$ cat src/rtl/axil_ctrl_master.sv
// AXI4-Lite initiator: converts one register read/write command into AW/W/B or AR/R
// handshakes and returns the completion on a response stream, one transaction at a time.
module axil_ctrl_master #(
  parameter int AXI_ADDR      = 8,
  parameter int BW_AXI        = 32,
  parameter int BWB_AXI       = BW_AXI / 8,
  parameter int TIMEOUT_W     = 16,
  parameter int TIMEOUT_LIMIT = 1000
) (
  input  logic                clk_control,
  input  logic                clk_control_rst_high,
  input  logic                cmd_valid,
  output logic                cmd_ready,
  input  logic                cmd_write,
  input  logic [AXI_ADDR-1:0] cmd_addr,
  input  logic [BW_AXI-1:0]   cmd_wdata,
  input  logic [BWB_AXI-1:0]  cmd_wstrb,
  output logic                rsp_valid,
  input  logic                rsp_ready,
  output logic                rsp_write,
  output logic [BW_AXI-1:0]   rsp_rdata,
  output logic [1:0]          rsp_resp,
  output logic                busy,
  output logic                timeout,
  output logic [AXI_ADDR-1:0] control_M_AXI_AWADDR,
  output logic                control_M_AXI_AWVALID,
  input  logic                control_M_AXI_AWREADY,
  output logic [BW_AXI-1:0]   control_M_AXI_WDATA,
  output logic [BWB_AXI-1:0]  control_M_AXI_WSTRB,
  output logic                control_M_AXI_WVALID,
  input  logic                control_M_AXI_WREADY,
  input  logic [1:0]          control_M_AXI_BRESP,
  input  logic                control_M_AXI_BVALID,
  output logic                control_M_AXI_BREADY,
  output logic [AXI_ADDR-1:0] control_M_AXI_ARADDR,
  output logic                control_M_AXI_ARVALID,
  input  logic                control_M_AXI_ARREADY,
  input  logic [BW_AXI-1:0]   control_M_AXI_RDATA,
  input  logic [1:0]          control_M_AXI_RRESP,
  input  logic                control_M_AXI_RVALID,
  output logic                control_M_AXI_RREADY
);

  localparam logic [2:0] S_IDLE    = 3'd0;
  localparam logic [2:0] S_WR_REQ  = 3'd1;
  localparam logic [2:0] S_WR_RESP = 3'd2;
  localparam logic [2:0] S_RD_REQ  = 3'd3;
  localparam logic [2:0] S_RD_DATA = 3'd4;
  localparam logic [2:0] S_RSP     = 3'd5;

  localparam logic [TIMEOUT_W-1:0] LIMIT = TIMEOUT_W'(TIMEOUT_LIMIT);

  logic [2:0]           state;
  logic [AXI_ADDR-1:0]  addr_q;
  logic [BW_AXI-1:0]    wdata_q;
  logic [BWB_AXI-1:0]   wstrb_q;
  logic                 write_q;
  logic                 aw_pend;
  logic                 w_pend;
  logic [BW_AXI-1:0]    rdata_q;
  logic [1:0]           resp_q;
  logic                 timeout_q;
  logic [TIMEOUT_W-1:0] wait_cnt;
  logic [TIMEOUT_W-1:0] wait_inc;
  logic                 waiting;
  logic                 aw_done;
  logic                 w_done;

  assign waiting  = (state == S_WR_REQ) || (state == S_WR_RESP) ||
                    (state == S_RD_REQ) || (state == S_RD_DATA);
  assign wait_inc = (&wait_cnt) ? wait_cnt : wait_cnt + 1'b1;

  // A channel counts as done once its handshake happened earlier or is happening now.
  assign aw_done = !aw_pend || control_M_AXI_AWREADY;
  assign w_done  = !w_pend  || control_M_AXI_WREADY;

  always_ff @(posedge clk_control) begin
    if (clk_control_rst_high) begin
      state   <= S_IDLE;
      addr_q  <= '0;
      wdata_q <= '0;
      wstrb_q <= '0;
      write_q <= 1'b0;
      aw_pend <= 1'b0;
      w_pend  <= 1'b0;
      rdata_q <= '0;
      resp_q  <= 2'b00;
    end else begin
      case (state)
        S_IDLE: begin
          if (cmd_valid) begin
            addr_q  <= cmd_addr;
            wdata_q <= cmd_wdata;
            wstrb_q <= cmd_wstrb;
            write_q <= cmd_write;
            if (cmd_write) begin
              aw_pend <= 1'b1;
              w_pend  <= 1'b1;
              state   <= S_WR_REQ;
            end else begin
              state   <= S_RD_REQ;
            end
          end
        end
        S_WR_REQ: begin
          if (aw_pend && control_M_AXI_AWREADY) aw_pend <= 1'b0;
          if (w_pend && control_M_AXI_WREADY)   w_pend  <= 1'b0;
          if (aw_done && w_done)                state   <= S_WR_RESP;
        end
        S_WR_RESP: begin
          if (control_M_AXI_BVALID) begin
            resp_q  <= control_M_AXI_BRESP;
            rdata_q <= '0;
            state   <= S_RSP;
          end
        end
        S_RD_REQ: begin
          if (control_M_AXI_ARREADY) state <= S_RD_DATA;
        end
        S_RD_DATA: begin
          if (control_M_AXI_RVALID) begin
            rdata_q <= control_M_AXI_RDATA;
            resp_q  <= control_M_AXI_RRESP;
            state   <= S_RSP;
          end
        end
        S_RSP: begin
          if (rsp_ready) state <= S_IDLE;
        end
        default: state <= S_IDLE;
      endcase
    end
  end

  // The limit only raises a sticky flag; the transaction keeps waiting for the slave.
  always_ff @(posedge clk_control) begin
    if (clk_control_rst_high) begin
      wait_cnt  <= '0;
      timeout_q <= 1'b0;
    end else if ((state == S_IDLE) && cmd_valid) begin
      wait_cnt  <= '0;
      timeout_q <= 1'b0;
    end else if (waiting) begin
      wait_cnt <= wait_inc;
      if (wait_inc == LIMIT) timeout_q <= 1'b1;
    end
  end

  assign cmd_ready = (state == S_IDLE);
  assign busy      = (state != S_IDLE);
  assign timeout   = timeout_q;

  assign rsp_valid = (state == S_RSP);
  assign rsp_write = write_q;
  assign rsp_rdata = rdata_q;
  assign rsp_resp  = resp_q;

  assign control_M_AXI_AWADDR  = addr_q;
  assign control_M_AXI_AWVALID = aw_pend;
  assign control_M_AXI_WDATA   = wdata_q;
  assign control_M_AXI_WSTRB   = wstrb_q;
  assign control_M_AXI_WVALID  = w_pend;
  assign control_M_AXI_BREADY  = (state == S_WR_RESP);
  assign control_M_AXI_ARADDR  = addr_q;
  assign control_M_AXI_ARVALID = (state == S_RD_REQ);
  assign control_M_AXI_RREADY  = (state == S_RD_DATA);

endmodule

$ cat config.mk
export PLATFORM = sky130hd
export DESIGN_NAME = axil_ctrl_master
export DESIGN_NICKNAME = d
export VERILOG_FILES = /design/src/rtl/axil_ctrl_master.sv
export SDC_FILE = /design/constraint.sdc
export NUM_CORES = 1
export LEC_CHECK = 0
export BUFFER_PORTS_ARGS = -buffer_cell sky130_fd_sc_hd__buf_2
export CAP_MARGIN = 20
export CORE_MARGIN = 2
export CORE_UTILIZATION = 51
export CTS_BUF_LIST = sky130_fd_sc_hd__clkbuf_16
export DETAILED_ROUTE_END_ITERATION = 12
export HOLD_SLACK_MARGIN = 0.15
export PLACE_DENSITY_LB_ADDON = 0.15
export SYNTH_ARGS = -nofsm -noshare
export SYNTH_HDL_FRONTEND = slang
export SYNTH_SLANG_ARGS = --single-unit
$ cat constraint.sdc
create_clock -name clk_control -period 3.25 [get_ports clk_control]
set_input_delay 0.65 -clock clk_control [delete_from_list [all_inputs] [get_ports clk_control]]
set_output_delay 0.65 -clock clk_control [all_outputs]
set_load 0.05 [all_outputs]
Word-level counts from Yosys, hierarchy flattened
Cells that the tools add are included.
{ "word_totals": {"inputBits": 90, "elab_cells": 71, "regBits": 101} }
{ "op_classes": {"addsub": 1, "n_eq_ne": 15, "n_reduce_logical": 23, "muxes": 21} }
{ "op_table": {"columns": ["cell", "count"], "rows": [
  ["$mux 32", 2],
  ["$pmux 32 s2", 1],
  ["$mux 3", 6],
  ["$pmux 3 s6", 1],
  ["$add 16x1->16 const B", 1],
  ["$eq 16x10->1 const B", 1],
  ["$mux 16", 1],
  ["$reduce_and 16->1", 1],
  ["$ne 2x1->1 const B", 6],
  ["$reduce_and 4->1", 2],
  ["$eq 3x2->1 const B", 2],
  ["$eq 3x3->1 const B", 2],
  ["$mux 2", 3],
  ["$ne 2x2->1 const B", 3],
  ["$reduce_and 6->1", 1],
  ["$logic_or 1x1->1", 5],
  ["$logic_and 1x1->1", 4],
  ["$mux 1", 4],
  ["$pmux 1 s2", 2],
  ["$pmux 2 s2", 1],
  ["$reduce_and 2->1", 2],
  ["$reduce_bool 2->1", 2],
  ["$eq 3x1->1 const B", 1],
  ["$logic_not 3->1", 1],
  ["4 further kinds", 5]
]} }

Depth between registers and ports, before layout
{ "logic_depth": {"ltp_word": 5, "depth_mapped": 8} }

Worst setup path before layout
No wires, ideal clock.
{ "synth_path": {"kind": "reg-to-reg", "from": "register state[1]", "to": "register rdata_q[13] (netlist: rsp_rdata[13])", "path_stages_with_launch": 8, "period_less_slack_ns": 2.758, "slack_ns": 0.492, "required_time_ns": 3.180, "t_arrival_ns": 2.687, "path_cell_list": "dfxtp_1 > inv_1 > nor3_1 > a22o_1 > buf_2 > clkbuf_1 > nand3_1 > a21oi_1"} }
{ "synth_via": {"elab_chain_cells": 3, "word_cells_on_any_way": 7, "classes_between": "eq/ne: 4; mux: 1; reduce/logical: 2"} }
{ "synth_lines": {"columns": ["element", "line_no", "text"], "rows": [
  ["start: declaration", "53", "logic [2:0] state;"],
  ["start signal: assignment", "79", "state <= S_IDLE;"],
  ["start signal: assignment", "99", "state <= S_WR_REQ;"],
  ["start signal: assignment", "101", "state <= S_RD_REQ;"],
  ["$eq 3x2->1 (*)", null, null],
  ["via control_M_AXI_BREADY", "34", "output logic control_M_AXI_BREADY,"],
  ["$ne 2x2->1 (no line) / $reduce_bool 2->1 (equally long branches)", null, null],
  ["$reduce_and 3->1 (no line)", null, null],
  ["end signal: assignment", "122", "rdata_q <= control_M_AXI_RDATA;"],
  ["end: declaration", "60", "logic [BW_AXI-1:0] rdata_q;"]
]} }
The timed path passes the listed nets; every way through them passes the cells marked *.
A chain may end at the register's enable or synchronous reset.

Worst setup path in the final report
{ "layout_path": {"from": "register wait_cnt[0]", "to": "register timeout_q (netlist: timeout)"} }
{ "layout_via": {"elab_chain_cells": 4, "word_cells_on_any_way": 5, "classes_between": "add/sub: 1; eq/ne: 1; mux: 1; reduce/logical: 2"} }
{ "layout_lines": {"columns": ["element", "line_no", "text"], "rows": [
  ["start: declaration", "63", "logic [TIMEOUT_W-1:0] wait_cnt;"],
  ["start signal: assignment", "144", "wait_cnt <= wait_inc;"],
  ["$add 16x1->16 / $reduce_and 16->1 (equally long branches)", "71", "assign wait_inc = (&wait_cnt) ? wait_cnt : wait_cnt + 1'b1;"],
  ["$mux 16 (*)", "71", null],
  ["$eq 16x10->1 (*)", "145", "if (wait_inc == LIMIT) timeout_q <= 1'b1;"],
  ["$reduce_and 2->1 (no line) (*)", null, null],
  ["end signal: assignment", "139", "timeout_q <= 1'b0;"],
  ["end signal: assignment", "142", "timeout_q <= 1'b0;"],
  ["end signal: assignment", "145", null],
  ["end: declaration", "62", "logic timeout_q;"]
]} }
Mark *: on every way between the ends. The rest lies on a longest branch, timed or not.

==> results.md <==
- Outcome: complete, no violations
- Post-CTS sizing: 0
- Die width: 94.5 µm
- Die area: 0.00893 mm²
- Worst-Margin Slew: 0.895 ns
- WL final: about 11000 µm
- Max Fclk: roughly 400 MHz
- Drt wl/cell: approximately 14 µm
- Post-synth EDFFs: 0
- Antenna viol nets, final: 0
- Vias: 4246
- Vias per cell: approximately 5.3
- TritonCTS Buffers: 9
- Area delta synth->final: 28.7%
- Synth cell types: 48
- Worst Skew: 0.00707 ns
- CP max stage cell: nor2_1
- Yosys top cell area share: 0.484
- Post-CTS Setup Inserts: 0
- CTS tree: yes
- Final Hold Vio Count: 0
- I/O pins: 186
- CP max FO: 11
- Synth Instances: 534
- Synth area leader: dfxtp_1
- Crit share post-route: 0.747
- Clock-pin slew on the worst setup and hold paths: 0.06 ns
- Crit-path max cell delay: around 0.57 ns
- Seq/Total Area, Yosys: 0.484
- Hold Crit Class: flop to flop
- Vias in the first global route: between 3000 and 4000
- Primary FF master, synth: dfxtp_1
- DRT met1 WL: 4560 µm
- Syn Area/Cell: 7.82 µm²
- Flops & latches, synth: 101
- Min Clock Period, post-route: 2.43 ns
- Total GRT Usage: 0.240
- First-pass GRT wire length: 17100 µm
- Total negative slack: 0 ns
- Final net count: 783
- Setup violations, final: 0
- Clock network latency to the later pin of the worst-skew pair: 0.34 ns
- Worst Path Required: 3.50 ns
- Rows: 33
- Pin count of the biggest net entering global routing: 85
- Synth async-reset ratio: 0
- Final Wtd Congestion: 0.948
- CTS Hold Bufs: 0
- Initial core utilization: 0.516
- Pwr Density: 820 mW/mm²
- Iter 0 DRT Violations: approximately 210
- Fin. max-slew vios: 0
- Crit path launch type: flop
- DP Area: 0.00510 mm²
- Share of post-route cells with drive strength above 1: 0.311
- Root buf cell: clkbuf_16
- Core Box Area: 0.00809 mm²
- VDD IR max: 0.529 mV
- Post-Syn Area: 0.00418 mm²
- Max Cap Violations: 0
- DRC: 0
- Crit Path Category: flop to flop
- HPWL Detailed: 7860 µm
- Slew Limit Headroom: 0.398
- Max clock buf depth: 2
- Remaining Overflow, GRT: 0
- Unrepaired setup endpoints after global routing: no
- Synth top area cells: dfxtp_1 (48%), nand2_1 (13%), a21oi_1 (11%)
- Placed Cells: ~790
- IO buf count: ~190
- Drt first pass iters: 7
- Worst Path Arrival: 2.68 ns
- Top layer reached by signal wires: met4
- Kind of end point of the critical path: flop
- Mapped Nets: 625
- Initial antenna violation count: 0
- Post-route cell area: between 0.005 and 0.006 mm²
- Yosys warning count: 0
- WL met3: slightly below 1000 µm
- CP top delay family: simple AND/OR/NAND/NOR gates
- Die height: between 90 and 100 µm
- Clock sink total: 101
- Final Power: 4.41 mW
- CP Buf/Inv Count: 1
- CTS H-Tree Depth: 3
- Met2 wire len: 5360 µm
- Static leakage: 2.37 nW
- Crit path cell chain: ha_1 -> nand4_1 -> nor4_2 -> buf_4 -> nor2_1 -> nand2_1 -> or4_1 -> o31ai_2
- Worst reg2reg setup slack: 0.82 ns
- Non-filler cells, final: 802
- Antenna Cells: 0
Yosys cell counts, types with 3 or more instances:
cell type	n
clkbuf_1	26
buf_1	7
nand4_1	6
a21oi_1	92
nand3_1	39
nand2_1	143
nor2_1	23
nor3_1	6
buf_2	6
a31oi_1	4
xor2_1	8
o21ai_0	4
xnor2_1	6
dfxtp_1	101
and3_1	3
inv_1	10
nor4_1	3
buf_4	8
final timing paths:
kind	start	end	cells after the start
setup / recovery	wait_cnt[0]	timeout	8
hold / removal	rsp_rdata[5]	rsp_rdata[5]	2
setup reg to reg	wait_cnt[0]	timeout	8
hold reg to reg	rsp_rdata[5]	rsp_rdata[5]	2
sequential cells by signal, indices dropped and copies added, names as in the netlist:
signal / flops
control_M_AXI_WDATA: 32
rsp_rdata: 32
wait_cnt: 16
control_M_AXI_ARADDR: 8
control_M_AXI_WSTRB: 4
state: 3
rsp_resp: 2
control_M_AXI_AWVALID: 1
control_M_AXI_WVALID: 1
rsp_write: 1
timeout: 1
tightest hold or removal path, delay by kind of cell (launching register included):
| family | cells | cell delay (ns) |
|---|---|---|
| AO/OA/AOI/OAI | 1 | 0.05 |
| AND/OR/NAND/NOR | 1 | 0.05 |
| flip-flops | 1 | 0.30 |
placed cells by master (no fill, tap or decap), types with 3 or more instances in the layout:
master	synthesis	final
and3_1	3	3
clkbuf_16	0	9
nand4_1	6	6
o21ai_0	4	4
nand2_1	143	143
xor2_1	8	8
buf_2	6	185
nor2_1	23	23
inv_1	10	11
a21oi_1	92	92
nand3_1	39	39
nor4_1	3	3
dfxtp_1	101	101
xnor2_1	6	6
buf_4	8	9
a31oi_1	4	4
nor3_1	6	6
stage by stage:
stage	hold WS, ns	setup WS [ns]	util
after floorplan	0.475	0.492	-
after global placement	0.436	0.925	0.630
after detailed placement	0.440	0.874	0.630
after CTS	0.450	0.831	0.664
after global routing	0.469	0.649	0.664
final	0.449	0.822	0.664
cells by family after synthesis:
family | after synthesis | share of synthesized area
adders and majority gates | 1 | 0.00299
and+or+nand+nor | 241 | 0.261
DFF | 101 | 0.484
buffers and inverters | 57 | 0.0602
AOI/OAI and AO/OA | 117 | 0.155
muxes | 3 | 0.00749
xor gates and xnor gates | 14 | 0.0294
where the power goes:
group	switching [mW]	internal (mW)	total (mW)	leakage [nW]
logic	1.43	0.429	1.86	1.41
registers	0.139	1.42	1.56	0.821
clock network	0.470	0.522	0.992	0.135
metal layers:
layer,GRT usage,vias to the layer above
met4,0.0978,0
met2,0.393,160
met1,0.296,1950
li1,-,2116
met5,0,-
met3,0.0726,20
layout make-up:
cell class | count | area [µm²]
Fill cell | 729 | 2720
Inverter | 10 | 37.5
Clock inverter | 7 | 50.0
Tap cell | 105 | 131
Timing Repair Buffer | 194 | 993
Multi-Input combinational cell | 376 | 1920
Clock buffer | 9 | 225
Sequential cell | 101 | 2020
Power figures use the tool's default switching activity.
